==> src/rtl/majority_pkg.sv <==
// Shared types and helpers for the sequential majority voter.
// Holds the filter state encoding, a popcount helper and the default threshold rule.
package majority_pkg;

    typedef enum logic [1:0] {
        S0,
        P1,
        S1,
        P0
    } filt_state_t;

    // Callers zero-extend their vote vector to 32 bits, so NUM_IN is limited to 32.
    function automatic int unsigned popcount(input logic [31:0] i_vec);
        int unsigned n;
        n = 0;
        for (int i = 0; i < 32; i++) begin
            n += {31'b0, i_vec[i]};
        end
        return n;
    endfunction

    function automatic int unsigned default_thresh(input int unsigned num_in);
        return (num_in / 2) + 1;
    endfunction

endpackage

==> src/rtl/majority_filter.sv <==
// Hold-count debounce filter for the raw majority decision.
// The filtered output flips only after HOLD consecutive valid samples that oppose it.
module majority_filter
    import majority_pkg::*;
#(
    parameter int HOLD = 3
) (
    input  logic clk,
    input  logic rst_n,
    input  logic i_valid,
    input  logic i_raw,
    output logic o_filt
);

    localparam int RUN_W = $clog2(HOLD + 1);
    localparam logic [RUN_W-1:0] HOLD_V  = RUN_W'(HOLD);
    localparam logic [RUN_W-1:0] RUN_ONE = RUN_W'(1);

    filt_state_t      r_state;
    logic [RUN_W-1:0] r_run;
    logic [RUN_W-1:0] w_run_next;

    assign w_run_next = r_run + RUN_ONE;

    // Bubbles leave both state and run untouched; only valid samples advance the FSM.
    always_ff @(posedge clk or negedge rst_n) begin
        if (!rst_n) begin
            r_state <= S0;
            r_run   <= '0;
            o_filt  <= 1'b0;
        end else if (i_valid) begin
            case (r_state)
                S0: begin
                    if (i_raw) begin
                        if (HOLD == 1) begin
                            r_state <= S1;
                            o_filt  <= 1'b1;
                        end else begin
                            r_state <= P1;
                            r_run   <= RUN_ONE;
                        end
                    end
                end
                P1: begin
                    if (i_raw) begin
                        if (w_run_next == HOLD_V) begin
                            r_state <= S1;
                            r_run   <= '0;
                            o_filt  <= 1'b1;
                        end else begin
                            r_run <= w_run_next;
                        end
                    end else begin
                        r_state <= S0;
                        r_run   <= '0;
                    end
                end
                S1: begin
                    if (!i_raw) begin
                        if (HOLD == 1) begin
                            r_state <= S0;
                            o_filt  <= 1'b0;
                        end else begin
                            r_state <= P0;
                            r_run   <= RUN_ONE;
                        end
                    end
                end
                P0: begin
                    if (!i_raw) begin
                        if (w_run_next == HOLD_V) begin
                            r_state <= S0;
                            r_run   <= '0;
                            o_filt  <= 1'b0;
                        end else begin
                            r_run <= w_run_next;
                        end
                    end else begin
                        r_state <= S1;
                        r_run   <= '0;
                    end
                end
                default: begin
                    r_state <= S0;
                    r_run   <= '0;
                    o_filt  <= 1'b0;
                end
            endcase
        end
    end

endmodule

==> src/rtl/majority_voter_seq.sv <==
// Two-stage clocked N-input majority voter with debounced output
// and per-input saturating disagreement counters.
module majority_voter_seq
    import majority_pkg::*;
#(
    parameter int NUM_IN = 5,
    parameter int THRESH = default_thresh(NUM_IN),
    parameter int HOLD   = 3,
    parameter int CNT_W  = 8
) (
    input  logic                      clk,
    input  logic                      rst_n,
    input  logic                      i_in_valid,
    input  logic [NUM_IN-1:0]         i_in_votes,
    input  logic                      i_clr_cnt,
    output logic                      o_out_valid,
    output logic                      o_maj_raw,
    output logic                      o_maj_filt,
    output logic [NUM_IN-1:0]         o_disagree,
    output logic [NUM_IN*CNT_W-1:0]   o_err_cnt
);

    localparam int CW = $clog2(NUM_IN + 1);
    localparam logic [CW-1:0]    THRESH_V = CW'(THRESH);
    localparam logic [CNT_W-1:0] CNT_MAX  = '1;
    localparam logic [CNT_W-1:0] CNT_ONE  = CNT_W'(1);

    logic              r_s1_valid;
    logic [NUM_IN-1:0] r_s1_votes;
    logic [CW-1:0]     r_s1_count;
    logic [CW-1:0]     w_count;
    logic              w_raw;
    logic [NUM_IN-1:0] w_disagree;
    logic [CNT_W-1:0]  r_err_cnt [NUM_IN];

    assign w_count    = CW'(popcount(32'(i_in_votes)));
    assign w_raw      = (r_s1_count >= THRESH_V);
    assign w_disagree = r_s1_votes ^ {NUM_IN{w_raw}};

    always_ff @(posedge clk or negedge rst_n) begin
        if (!rst_n) begin
            r_s1_valid <= 1'b0;
            r_s1_votes <= '0;
            r_s1_count <= '0;
        end else begin
            r_s1_valid <= i_in_valid;
            if (i_in_valid) begin
                r_s1_votes <= i_in_votes;
                r_s1_count <= w_count;
            end
        end
    end

    // Decision outputs hold their last value across bubbles; only out_valid drops.
    always_ff @(posedge clk or negedge rst_n) begin
        if (!rst_n) begin
            o_out_valid <= 1'b0;
            o_maj_raw   <= 1'b0;
            o_disagree  <= '0;
        end else begin
            o_out_valid <= r_s1_valid;
            if (r_s1_valid) begin
                o_maj_raw  <= w_raw;
                o_disagree <= w_disagree;
            end
        end
    end

    // Clear takes priority over a coincident increment.
    always_ff @(posedge clk or negedge rst_n) begin
        if (!rst_n) begin
            for (int i = 0; i < NUM_IN; i++) begin
                r_err_cnt[i] <= '0;
            end
        end else if (i_clr_cnt) begin
            for (int i = 0; i < NUM_IN; i++) begin
                r_err_cnt[i] <= '0;
            end
        end else if (r_s1_valid) begin
            for (int i = 0; i < NUM_IN; i++) begin
                if (w_disagree[i] && (r_err_cnt[i] != CNT_MAX)) begin
                    r_err_cnt[i] <= r_err_cnt[i] + CNT_ONE;
                end
            end
        end
    end

    for (genvar g = 0; g < NUM_IN; g++) begin : g_pack
        assign o_err_cnt[g*CNT_W +: CNT_W] = r_err_cnt[g];
    end

    majority_filter #(
        .HOLD (HOLD)
    ) u_filter (
        .clk     (clk),
        .rst_n   (rst_n),
        .i_valid (r_s1_valid),
        .i_raw   (w_raw),
        .o_filt  (o_maj_filt)
    );

endmodule

==> config.mk <==
export PLATFORM = sky130hd
export DESIGN_NAME = majority_voter_seq
export DESIGN_NICKNAME = d
export VERILOG_FILES = /design/src/rtl/majority_pkg.sv /design/src/rtl/majority_filter.sv /design/src/rtl/majority_voter_seq.sv
export SDC_FILE = /design/constraint.sdc
export NUM_CORES = 1
export LEC_CHECK = 0
export ABC_CLOCK_PERIOD_IN_PS = 2350
export BUFFER_PORTS_ARGS = -buffer_cell sky130_fd_sc_hd__buf_2
export CAP_MARGIN = 0
export CORE_ASPECT_RATIO = 1.2
export CORE_MARGIN = 2
export CORE_UTILIZATION = 25
export CTS_CLUSTER_DIAMETER = 120
export CTS_CLUSTER_SIZE = 20
export DETAILED_ROUTE_END_ITERATION = 12
export PLACE_DENSITY_LB_ADDON = 0.25
export SETUP_SLACK_MARGIN = 0.2
export SLEW_MARGIN = 20
export SYNTH_ARGS = -nofsm -noshare
export SYNTH_HDL_FRONTEND = slang
export SYNTH_HIERARCHICAL = 1
export SYNTH_SLANG_ARGS = --single-unit
==> constraint.sdc <==
create_clock -name clk -period 2.35 [get_ports clk]
set_input_delay 0.235 -clock clk [delete_from_list [all_inputs] [get_ports clk]]
set_output_delay 0.235 -clock clk [all_outputs]
set_load 0.02 [all_outputs]
; Yosys cells after proc, flatten, opt, wreduce, memory -nomap -nowiden
; Cells that the tools add are included.
[classes]
muxes = 24
eq_ne = 17
n_reduce_logical = 21
add_sub_neg = 10
bitwise = 1
n_lt_le_gt_ge = 1
[ops]
columns = cell, count
row1 = 2-to-1 mux 40 bit, 2
row2 = "adder 8 x 1 -> 8 bit, second input constant", 5
row3 = 2-to-1 mux 8 bit, 5
row4 = "inequality test 8 bit, second input constant", 5
row5 = 2-to-1 mux 2 bit, 10
row6 = one-hot mux 2 bit (4 select lines), 2
row7 = nonzero test 2 bit, 7
row8 = AND reduction 2 bit, 5
row9 = "inequality test 2 x 1 -> 1 bit, second input constant", 4
row10 = adder 3 x 1 -> 3 bit, 2
row11 = "== test 2 bit, second input constant", 3
row12 = AND reduction 6 bit, 1
row13 = logical AND 1 bit, 5
row14 = AND reduction 5 bit, 1
row15 = bitwise XOR 5 bit, 1
row16 = 2-to-1 mux 1 bit, 4
row17 = "inequality test 2 bit, second input constant", 2
row18 = adder 2 x 1 -> 3 bit, 1
row19 = "greater-or-equal comparator 3 x 2 -> 1 bit, second input constant", 1
row20 = "inequality test 3 x 1 -> 1 bit, second input constant", 1
row21 = "inequality test 3 bit, second input constant", 1
row22 = AND reduction 3 bit, 1
row23 = adder 1 x 1 -> 2 bit, 1
row24 = "adder 2 x 1 -> 2 bit, second input constant", 1
row25 = other kinds (3), 3
[word_totals]
ff_bits = 61
output_inout_bits = 48
elab_cells = 88

; Logic depth before layout (Yosys ltp)
[depth]
word_depth = 6
mapped_depth = 6
mapped_depth_nobuf = 6

; Cells and area by module
; Netlist, hierarchy kept.
[by_module_without_submodules]
columns = module, area_per_inst_um2, cells_per_inst, instances, seq_area_each_um2
row1 = majority_voter_seq, 2825.2, 274, 1, 1401.3
row2 = majority_filter, 246.5, 22, 1, 125.1

; Worst setup path after synthesis
; OpenSTA, ideal clock, no wires.
[synth_path]
kind = reg2reg
startpoint = reg r_s1_count[0]
endpoint = reg r_err_cnt, in the netlist o_err_cnt[11]
synth_period_minus_slack_ps = 1787
n_path_buf = 0
stages_incl_launch_ff = 6
setup_time_ps = 78
setup_slack_ps = 563
arrival_time_ps = 1709
path_cell_list = dfrtp_1 -> a21oi_4 -> mux2i_4 -> nand2_1 -> or3_1 -> a21oi_1
[synth_via]
elab_chain_cells = 5
[synth_lines]
columns = item, line
row1 = "start, declared", majority_voter_seq.sv:30  ; logic [CW-1:0] r_s1_count;
row2 = "start signal, assigned", majority_voter_seq.sv:49  ; r_s1_count <= w_count;
row3 = greater-or-equal comparator 3 x 2 -> 1 bit, majority_voter_seq.sv:37  ; assign w_raw = (r_s1_count >= THRESH_V);
row4 = bitwise XOR 5 bit, majority_voter_seq.sv:38  ; assign w_disagree = r_s1_votes ^ {NUM_IN{w_raw}};
row5 = logical AND 1 bit, majority_voter_seq.sv:81  ; if (w_disagree[i] && (r_err_cnt[i] != CNT_MAX)) begin
row6 = nonzero test 2 bit (no source line), --
row7 = AND reduction 2 bit (no source line), --
row8 = "end signal, assigned by index", majority_voter_seq.sv:82  ; r_err_cnt[i] <= r_err_cnt[i] + CNT_ONE;
row9 = "end, declared", majority_voter_seq.sv:34  ; logic [CNT_W-1:0] r_err_cnt [NUM_IN];
; Every way passes these cells.
; A chain may end at the register's enable or synchronous reset.

; Final worst setup path
[layout_path]
startpoint = reg r_s1_count[0]
endpoint = reg r_err_cnt, in the netlist o_err_cnt[37]
; The elaborated chain is that of the path after synthesis.

==> flow_metrics.py <==
metrics = {
    "yosys": {
        "synthesis.area_um2": 3070,
        "ys_top_cells_by_area": "dfrtp_1 50%, nor2_1 4.0%, mux2_2 3.7%, xnor2_1 3.1%, nand3_1 3.1%",
        "synth-async-reset-ratio": 1.00,
        "synth_top_area_frac": 0.497,
        "yosys.area.top_type": "dfrtp_1",
        "ys_warn_count": 6,
        "ys_types": 44,
        "synth_nets": 313,
        "synth-main-ff-cell": "dfrtp_1",
        "synth_area_per_cell_um2": 10.4,
        "yosys_register_bits": 61,
        "synthCells": 296,
        "yosysSeqAreaShare": 0.497,
        "synth_edf_count": 0,
    },
    "worst_setup_path": {
        "reg2regPathDepth": 5,
        "reg2reg_slack_ns": 0.47,
        "crit_fanout": 10,
        "cp_slowest_stage_delay_ns": 0.40,
        "crit_type": "register to register",
        "path_delay_family": "simple AND/OR/NAND/NOR gates",
        "required_ns": 2.54,
        "path_cells": "a21oi_4 > mux2_4 > nor4_1 > xnor2_1 > nor2_1",
        "crit_buf_inv": 0,
        "slowest_stage": "dfrtp_1",
        "timing.rr.end": "o_err_cnt[37]$_DFFE_PN0P_",
        "cp-end-kind": "register",
        "start_kind": "register",
        "arrival_ns": 2.08,
        "timing.rr.start": "r_s1_count[0]$_DFFE_PN0P_",
    },
    "place": {
        "numPortBuffers": 56,
        "dp_slack_ns": 0.455,
        "dp_hpwl_mm": 5.21,
        "gp_congestion": 0.756,
    },
    "global_route": {
        "grtUsageTotal": 0.113,
        "grt_pass1_wl_mm": 12.0,
        "grt_max_degree": 30,
        "grt_pass1_vias": 2408,
        "antenna_found_initial": 0,
        "grt_overflow_total": 0,
    },
    "sta": {
        "fin_ws_ns": 0.469,
        "tightest_slew_ns": 0.613,
        "slew_viol_final": 0,
        "fin_worst_skew_ns": 0.00406,
        "final_hold_viol_count": 0,
        "fmax_mhz": 532,
        "fin_tns_setup_ns": 0,
        "slew_headroom": 0.589,
        "setup_viol": 0,
        "period_share": 0.800,
        "fin_crit_ns": 1.88,
        "hold_ws_ns": 0.160,
        "grt_setup_unrepaired": "no",
    },
    "cts": {
        "cts.path.max_buffers": 2,
        "cts_root_buf": "clkbuf_16",
        "cts_buffers": 9,
        "insertion_delay_ns": 0.32,
        "clkTransAtPathRegs_ns": 0.05,
        "htreeDepth": 3,
        "ctsHoldBuffers": 1,
        "postCtsSetupRepairBufs": 0,
        "clock-sinks": 61,
        "cts_tree": "done",
        "post_cts_resized": 0,
    },
    "detailed_routing": {
        "route.met2.wl_mm": 3.29,
        "viasPerCell": 4.62,
        "post_drt_wl_per_cell_um": 13.4,
        "routed-via-count": 2435,
        "routed.top_layer": "met4",
        "drc": 0,
        "wl_met1_mm": 3.26,
        "ant_nets": 0,
        "wl_met3_um": 358,
        "drtPass1Iterations": 4,
        "totalWireLength_mm": 7.04,
        "dr.first_iter.drc_count": 113,
    },
    "pwr": {
        "p_per_area_nw_per_um2": 797,
        "leakage_nw": 1.80,
        "vdd_drop_max_mv": 0.395,
    },
    "finish": {
        "fin_nets": 378,
        "antenna_cells": 0,
        "drive_gt1_frac": 0.249,
        "area_growth_pct": 24.9,
        "layout_common_cells": "61 x dfrtp_1, 56 x buf_2, 33 x nor2_1",
        "fillers": 1237,
        "final_common_cell": "dfrtp_1",
        "final-seq-area_um2": 1530,
        "multi_input_area_um2": 1470,
    },
    "floorplan": {
        "start_util": 0.255,
        "ioPinCount": 57,
        "dieArea_um2": 13200,
        "die_h_um": 125,
        "core_area_um2": 12100,
        "die_width_um": 105,
        "fp-row-count": 44,
    },
    "min_path": {
        "hold_path.class": "primary input to register",
        "hold_depth": 1,
        "holdPathEnd": "r_s1_valid$_DFF_PN0_",
        "hp-start": "i_in_valid",
    },
    "flow_run": {
        "drv_cap": 0,
    },
    "run_status": {
        "status": "finished clean",
    },
}
where the power goes:
part           leakage [nW]  internal, mW  total [mW]  switching (mW)
sequential            0.809          1.17        1.28           0.118
clock                 0.134         0.770        1.20           0.432
combinational         0.859         0.232       0.569           0.338
per-layer routing:
metal | track usage | vias up
li1 | - | 1196
met1 | 0.145 | 1177
met2 | 0.175 | 52
met3 | 0.0334 | 10
met4 | 0.0525 | 0
met5 | 0 | -
synth_stat cells (6+ instances only):
| cell | instances |
|---|---|
| nand2_1 | 19 |
| a21oi_1 | 14 |
| xor2_1 | 9 |
| inv_1 | 9 |
| nand3_1 | 19 |
| and3_1 | 6 |
| nor2_1 | 33 |
| xnor2_1 | 11 |
| mux2_2 | 10 |
| nor3_1 | 6 |
| nand2b_1 | 6 |
| mux2i_1 | 7 |
| a31oi_1 | 6 |
| o21ai_0 | 8 |
| nand4_1 | 12 |
| ha_1 | 6 |
| dfrtp_1 | 61 |
| clkbuf_1 | 7 |
through the flow:
stage / power, mW / std cells / util / instance area [um^2]
final: 3.06 / 527 / 0.318 / 3840
after global routing: 3.23 / 527 / 0.318 / 3840
after detailed placement: 1.88 / 510 / 0.295 / 3550
after global placement: 1.87 / 510 / 0.295 / 3550
after CTS: 3.11 / 527 / 0.318 / 3840
after floorplan: 1.69 / 296 / - / 3070
layout make-up:
class                      instances  area share
multi-input combinational        217       0.382
inverter                           9     0.00881
tap                              161      0.0525
clock buffer                      15      0.0698
sequential                        61       0.398
clock inverter                     1     0.00130
timing repair buffer              63      0.0874
cells by family (layout without fill, tap and decap cells):
| logic type | count (synthesis) | in the layout | synth area share |
|---|---|---|---|
| and+or+nand+nor | 125 | 125 | 0.215 |
| DFF | 61 | 61 | 0.497 |
| AOI/OAI and AO/OA | 45 | 45 | 0.0965 |
| xor gates and xnor gates | 20 | 20 | 0.0570 |
| muxes | 19 | 19 | 0.0717 |
| buffers and inverters | 18 | 88 | 0.0257 |
| adders and majority gates | 8 | 8 | 0.0375 |
how the worst max path moves through the flow:
stage | start | to | slack, ns | cells after the start
final | r_s1_count[0]$_DFFE_PN0P_ | o_err_cnt[37]$_DFFE_PN0P_ | 0.47 | 5
after global routing | r_s1_count[0]$_DFFE_PN0P_ | o_err_cnt[30]$_DFFE_PN0P_ | 0.31 | 5
after CTS | r_s1_count[0]$_DFFE_PN0P_ | o_err_cnt[38]$_DFFE_PN0P_ | 0.46 | 4
after detailed placement | i_in_votes[0] | r_s1_count[1]$_DFFE_PN0P_ | 0.46 | 5
after global placement | r_s1_count[0]$_DFFE_PN0P_ | o_err_cnt[37]$_DFFE_PN0P_ | 0.49 | 5
after floorplan | r_s1_count[0]$_DFFE_PN0P_ | o_err_cnt[11]$_DFFE_PN0P_ | 0.56 | 5
sequential cells by signal, summed over array words and instances (netlist names), named ones only:
register,cells
r_s1_count,3
u_filter/r_state,1
o_maj_raw,1
r_s1_votes,5
u_filter/r_run,2
r_s1_valid,1
o_disagree,5
o_err_cnt,40
o_out_valid,1
u_filter/o_filt,1
(Power assumes the default switching activity.)
